File: src/rtl/ara_ar_scheduler.sv
// ============================================================================
// ara_ar_scheduler: shares one AR channel between CVA6 and Ara (rev 1.0)
// ============================================================================
`default_nettype none

module ara_ar_scheduler #(
  parameter int unsigned AddrWidth = 64,
  parameter int unsigned IdWidth   = 6,
  parameter int unsigned MaxTxns   = 4,
  parameter int unsigned MaxWait   = 16
) (
  input  logic                           clk_i,
  input  logic                           rst_i,
  input  logic                           cva6_ar_valid_i,
  output logic                           cva6_ar_ready_o,
  input  logic [AddrWidth-1:0]           cva6_ar_addr_i,
  input  logic [IdWidth-1:0]             cva6_ar_id_i,
  input  logic [7:0]                     cva6_ar_len_i,
  input  logic                           ara_ar_valid_i,
  output logic                           ara_ar_ready_o,
  input  logic [AddrWidth-1:0]           ara_ar_addr_i,
  input  logic [IdWidth-1:0]             ara_ar_id_i,
  input  logic [7:0]                     ara_ar_len_i,
  output logic                           mst_ar_valid_o,
  input  logic                           mst_ar_ready_i,
  output logic [AddrWidth-1:0]           mst_ar_addr_o,
  output logic [IdWidth:0]               mst_ar_id_o,
  output logic [7:0]                     mst_ar_len_o,
  input  logic                           mst_r_valid_i,
  input  logic                           mst_r_ready_i,
  input  logic                           mst_r_last_i,
  input  logic [IdWidth:0]               mst_r_id_i,
  output logic [$clog2(MaxTxns+1)-1:0]   cva6_outstanding_o,
  output logic [$clog2(MaxTxns+1)-1:0]   ara_outstanding_o,
  output logic                           err_o
);

  localparam int unsigned CntW  = $clog2(MaxTxns + 1);
  localparam int unsigned WaitW = $clog2(MaxWait + 1);
  localparam logic [CntW-1:0]  CntMax  = CntW'(MaxTxns);
  localparam logic [WaitW-1:0] WaitMax = WaitW'(MaxWait);

  logic                 slot_valid_q, slot_valid_d;
  logic [AddrWidth-1:0] slot_addr_q, slot_addr_d;
  logic [IdWidth:0]     slot_id_q, slot_id_d;
  logic [7:0]           slot_len_q, slot_len_d;
  logic [CntW-1:0]      cva6_cnt_q, cva6_cnt_d;
  logic [CntW-1:0]      ara_cnt_q, ara_cnt_d;
  logic [WaitW-1:0]     wait_q, wait_d;
  logic                 err_q, err_d;

  logic slot_load;
  logic cva6_elig, ara_elig, ara_force;
  logic cva6_win, ara_win, cva6_gnt, ara_gnt;
  logic r_fire, cva6_ret, ara_ret;
  logic unused_r_id;

  assign slot_load = ~slot_valid_q | mst_ar_ready_i;
  assign cva6_elig = cva6_ar_valid_i & (cva6_cnt_q < CntMax);
  assign ara_elig  = ara_ar_valid_i & (ara_cnt_q < CntMax);
  assign ara_force = ara_elig & (wait_q == WaitMax);

  // Arbitration uses only eligibility and the wait counter, never the other ready.
  assign cva6_win = cva6_elig & ~ara_force;
  assign ara_win  = ara_elig & ~cva6_win;
  assign cva6_gnt = slot_load & cva6_win;
  assign ara_gnt  = slot_load & ara_win;

  assign cva6_ar_ready_o = cva6_gnt;
  assign ara_ar_ready_o  = ara_gnt;

  assign r_fire   = mst_r_valid_i & mst_r_ready_i & mst_r_last_i;
  assign cva6_ret = r_fire & ~mst_r_id_i[IdWidth];
  assign ara_ret  = r_fire & mst_r_id_i[IdWidth];
  assign unused_r_id = ^mst_r_id_i[IdWidth-1:0];

  function automatic logic [CntW-1:0] next_cnt(input logic [CntW-1:0] cnt,
                                               input logic inc, input logic dec);
    logic [CntW-1:0] res;
    res = cnt;
    if (inc && !dec) begin
      res = cnt + 1'b1;
    end else if (dec && !inc && (cnt != '0)) begin
      res = cnt - 1'b1;
    end
    return res;
  endfunction

  always_comb begin
    slot_valid_d = slot_valid_q;
    slot_addr_d  = slot_addr_q;
    slot_id_d    = slot_id_q;
    slot_len_d   = slot_len_q;
    if (slot_load) begin
      slot_valid_d = cva6_gnt | ara_gnt;
      if (cva6_gnt) begin
        slot_addr_d = cva6_ar_addr_i;
        slot_id_d   = {1'b0, cva6_ar_id_i};
        slot_len_d  = cva6_ar_len_i;
      end else if (ara_gnt) begin
        slot_addr_d = ara_ar_addr_i;
        slot_id_d   = {1'b1, ara_ar_id_i};
        slot_len_d  = ara_ar_len_i;
      end
    end
  end

  always_comb begin
    cva6_cnt_d = next_cnt(cva6_cnt_q, cva6_gnt, cva6_ret);
    ara_cnt_d  = next_cnt(ara_cnt_q, ara_gnt, ara_ret);
    err_d      = err_q | (cva6_ret & (cva6_cnt_q == '0)) | (ara_ret & (ara_cnt_q == '0));
  end

  // Only counts losses to an actual CVA6 load; a stalled slot freezes the count.
  always_comb begin
    wait_d = wait_q;
    if (!ara_elig) begin
      wait_d = '0;
    end else if (slot_load) begin
      if (ara_gnt) begin
        wait_d = '0;
      end else if (cva6_gnt && (wait_q != WaitMax)) begin
        wait_d = wait_q + 1'b1;
      end
    end
  end

  always_ff @(posedge clk_i) begin
    if (rst_i) begin
      slot_valid_q <= 1'b0;
      slot_addr_q  <= '0;
      slot_id_q    <= '0;
      slot_len_q   <= '0;
      cva6_cnt_q   <= '0;
      ara_cnt_q    <= '0;
      wait_q       <= '0;
      err_q        <= 1'b0;
    end else begin
      slot_valid_q <= slot_valid_d;
      slot_addr_q  <= slot_addr_d;
      slot_id_q    <= slot_id_d;
      slot_len_q   <= slot_len_d;
      cva6_cnt_q   <= cva6_cnt_d;
      ara_cnt_q    <= ara_cnt_d;
      wait_q       <= wait_d;
      err_q        <= err_d;
    end
  end

  assign mst_ar_valid_o     = slot_valid_q;
  assign mst_ar_addr_o      = slot_addr_q;
  assign mst_ar_id_o        = slot_id_q;
  assign mst_ar_len_o       = slot_len_q;
  assign cva6_outstanding_o = cva6_cnt_q;
  assign ara_outstanding_o  = ara_cnt_q;
  assign err_o              = err_q;

endmodule

`default_nettype wire

File: config.mk
export PLATFORM = sky130hd
export DESIGN_NAME = ara_ar_scheduler
export DESIGN_NICKNAME = d
export VERILOG_FILES = /design/src/rtl/ara_ar_scheduler.sv
export SDC_FILE = /design/constraint.sdc
export NUM_CORES = 1
export LEC_CHECK = 0
export CORE_UTILIZATION = 37
export CTS_CLUSTER_SIZE = 10
export DETAILED_ROUTE_END_ITERATION = 6
export GPL_TIMING_DRIVEN = 0
export PLACE_DENSITY = 0.85
export SLEW_MARGIN = 20
export SYNTH_ARGS = -nofsm -noshare
export SYNTH_HDL_FRONTEND = slang
export SYNTH_SLANG_ARGS = --single-unit
File: constraint.sdc
create_clock -name clk_i -period 5.7 [get_ports clk_i]
set_input_delay 0.57 -clock clk_i [delete_from_list [all_inputs] [get_ports clk_i]]
set_output_delay 0.57 -clock clk_i [all_outputs]
set_load 0.005 [all_outputs]
==> flow_summary.ini <==
[place]
io_buffer_count = 252
instance_count_after_placement_with_tap_cells_included = 734
hpwlAfterDp_um = 10400
gpl.final_weighted_congestion = 0.794
place_worst_setup_slack_ns = 2.54

[finish]
final_layout_size_suffix_gt1_share_pct = 6.60
finish.cell_count_without_fillers = 750
nNetsFinal = 791
area.growth.synth_to_final_pct = 79.5
nFillCells = 755
finish.utilization_pct = 69.4
ant_cells = 0

[cts]
postCtsSetupBuffers = 0
tritoncts_clock_tree = built
numCtsBuffers = 9
cts-htree-levels = 3
insertion_delay_ns = 0.35
cts_hold_repair.buffers = 0
worst_setup_hold_path_clk_slew_ns = 0.09
cts_root_buffer = sky130_fd_sc_hd__clkbuf_8
post_cts_resize_count = 0
max-clock-path-buffers = 2
clock_sinks = 92

[yosys]
post_synth.cell_area_avg_um2 = 10.3
async_reset_ff_share_pct = 0
synth_top_cells_by_area = sky130_fd_sc_hd__dfxtp_1, sky130_fd_sc_hd__a222oi_1, sky130_fd_sc_hd__nor2_1, sky130_fd_sc_hd__buf_6, sky130_fd_sc_hd__clkbuf_1
synthCells = 353
synthesis.yosys.warnings = 0
synth_top_cell_area_share_pct = 50.9
synth.cells.most_frequent = sky130_fd_sc_hd__dfxtp_1, sky130_fd_sc_hd__nor2_1, sky130_fd_sc_hd__a222oi_1
ys_ff_latch = 92
post_synthesis_cell_area_um2 = 3620
yosys_cell_types = 30
synth-edff-count = 0
synth_ff_type = sky130_fd_sc_hd__dfxtp_1
synth_nets = 528
seq_area_frac_synth_pct = 50.9
yosys.area.top_type = sky130_fd_sc_hd__dfxtp_1

[critical_path]
ws_path_type = input port to output port
rr_endpoint = cva6_outstanding_o[2]
reg2reg_depth = 11
cp_slowest_stage_delay_ns = 0.54
worstPathBufferInverterCount = 4
critical-path-top-cell-by-count = sky130_fd_sc_hd__clkdlybuf4s50_1
cp-end-kind = output port
worst-endpoint-arrival_ns = 2.52
cpMaxStageDelayCell = sky130_fd_sc_hd__clkdlybuf4s50_1
worst-r2r-setup-slack_ns = 2.85
startpoint_type_of_the_worst_setup_path = input port
cell_family_with_most_cp_delay = buffers and inverters
path_max_fanout = 10
timing.rr.start = wait_q[0]
timing.critical_path.required_ns = 5.13
timing.critical_path.cells = clkdlybuf4s50_1, nor2b_1, a211oi_2, buf_6, buf_2, clkdlybuf4s50_1

[pwr]
power.clock.fraction_pct = 25.7
p_int_w = 0.00121
power.leakage_nw = 2.43
seq_pwr_share_pct = 44.1
power.switching_fraction_pct = 28.3
p_sw_w = 0.000479
p_per_area_nw_per_um2 = 260
power.ir.vdd_worst_v = 0.000141
comb_power_share_pct = 30.2

[sta]
slew_viol_final = 0
max_slew.worst_pin.slew_ns = 0.578
timing.final.setup_violations = 0
max_freq_mhz = 324
hold_ws_ns = 0.501
finalClockSkew_ns = 0.00900
slew-limit-headroom_pct = 61.5
fin_ws_ns = 2.61
timing.setup.tns_ns = 0
fin_crit_sh_pct = 54.2
unrepaired_setup_endpoints_after_global_routing = no
timing.final.hold_violations = 0
min_period_ns = 3.09

[drt]
dr_wl_met2_um = 6900
detail_route.wl_per_cell_um = 18.3
dr.first_iter.drc_count = 417
drt-met1-wl_um = 5060
wirelength_um = 13700
route.met3.wl_um = 1440
antenna_violating_nets_remaining = 0
detail_route.first_pass.iterations = 7
dr.max_layer_used = met4
remaining_drc_errors = 7
route.detailed.vias_per_inst = 5.57
via_count = 4174

[global_routing]
grt_pass1_wl_um = 20400
maximum_number_of_pins_on_one_net_before_global_route_repair = 16
antenna_violations_before_repair = 0
grt-ovfl-total = 0
via_count_of_the_first_global_routing_pass = 4152
globalRouteTotalUtil_pct = 26.2

[die]
row_count = 35
full_die_area_um2 = 10200
placeableCoreArea_um2 = 9370
num_io_pins = 260
initial_utilization_pct = 38.6
die_width_um = 101
dieHeight_um = 101

[min_path]
hold_path_end = wait_q[1]
whs_path_depth = 2
timing.hold.worst.class = register to register
min_from = wait_q[1]

[flow_run]
maxCapViolations = 0

[run_status]
failed_checks = design-rule violations
outcome = finished, violations left
-- how the worst max path moves through the flow --
stage | slack, ns | to | cells past startpoint | startpoint
finish | 2.61 | cva6_ar_ready_o | 6 | ara_ar_valid_i
global route | 2.54 | cva6_ar_ready_o | 7 | wait_q[0]
CTS | 2.63 | cva6_ar_ready_o | 6 | ara_ar_valid_i
detailed placement | 2.54 | cva6_outstanding_o[2] | 10 | ara_ar_valid_i
global placement | 2.60 | cva6_outstanding_o[2] | 10 | ara_ar_valid_i
floorplan | 3.24 | cva6_outstanding_o[2] | 11 | wait_q[0]
-- worst register-to-register path, delay by kind of cell, from the launching register on --
family,cells,cell delay [ns]
AO/OA/AOI/OAI,2,0.41
buffers and inverters,3,0.54
flip-flops,1,0.37
adder cells (fa/ha/maj),2,0.59
AND/OR/NAND/NOR,4,0.82
-- state kept, by name, summed over array words and instances, names as in the netlist --
| register | flops |
|---|---|
| mst_ar_valid_o | 1 |
| mst_ar_addr_o | 64 |
| wait_q | 5 |
| mst_ar_id_o | 7 |
| cva6_outstanding_o | 3 |
| ara_outstanding_o | 3 |
| err_o | 1 |
| mst_ar_len_o | 8 |
-- metal layers --
layer | track usage (%) | vias to the layer above
met4 | 11.0 | 0
li1 | - | 1915
met3 | 9.08 | 33
met2 | 47.5 | 242
met5 | 0 | -
met1 | 27.4 | 1984
-- stage by stage --
step	cell area, µm²	power, W
floorplan	3620	0.000967
global placement	6300	0.00125
detailed placement	6300	0.00127
CTS	6500	0.00170
global route	6500	0.00178
finish	6500	0.00169
-- power groups by stage --
| stage | Clock, W | Sequential, W | Combinational (W) |
|---|---|---|---|
| 3_3_place_gp | 0 | 0.000758 | 0.000496 |
| 5_1_grt | 0.000472 | 0.000755 | 0.000551 |
| 2_1_floorplan | 0 | 0.000762 | 0.000206 |
| 4_1_cts | 0.000443 | 0.000747 | 0.000511 |
| 6_report | 0.000435 | 0.000747 | 0.000511 |
| 3_5_place_dp | 0 | 0.000761 | 0.000508 |
-- area by class of cell --
cell class,instances,area (µm²),area share [%]
Clock buffer,12,165,2.54
Clock inverter,4,31.3,0.481
Multi-Input combinational cell,223,1550,23.8
Sequential cell,92,1840,28.3
Inverter,2,7.51,0.115
Buffer,36,224,3.44
Tap cell,129,161,2.48
Timing Repair Buffer,252,2520,38.8
-- cell families after synthesis --
family / count (synthesis) / synth area share, %
AOI/OAI and AO/OA: 88 / 23.5
xor gates and xnor gates: 6 / 1.45
adders and majority gates: 4 / 1.80
buffers and inverters: 38 / 6.39
DFF: 92 / 50.9
muxes: 4 / 1.45
and+or+nand+nor: 121 / 14.5
-- cells in the final DEF (no fill, tap or decap), types with 2 or more instances in the layout --
cell	instances
sky130_fd_sc_hd__clkdlybuf4s50_1	252
sky130_fd_sc_hd__nor2_1	92
sky130_fd_sc_hd__dfxtp_1	92
sky130_fd_sc_hd__a222oi_1	78
sky130_fd_sc_hd__clkbuf_1	15
sky130_fd_sc_hd__clkbuf_8	12
sky130_fd_sc_hd__buf_2	11
sky130_fd_sc_hd__buf_6	10
sky130_fd_sc_hd__nor3_1	7
sky130_fd_sc_hd__nand2_1	5
sky130_fd_sc_hd__xor2_1	5
sky130_fd_sc_hd__nor2b_1	4
sky130_fd_sc_hd__o21ai_0	4
sky130_fd_sc_hd__nand2b_1	3
sky130_fd_sc_hd__mux2i_1	3
sky130_fd_sc_hd__inv_1	2
sky130_fd_sc_hd__and3_1	2
sky130_fd_sc_hd__nor4_1	2
sky130_fd_sc_hd__nor3b_1	2
sky130_fd_sc_hd__o2111ai_1	2
sky130_fd_sc_hd__fa_1	2
sky130_fd_sc_hd__ha_1	2
sky130_fd_sc_hd__clkinv_4	2
(Power assumes the default switching activity.)
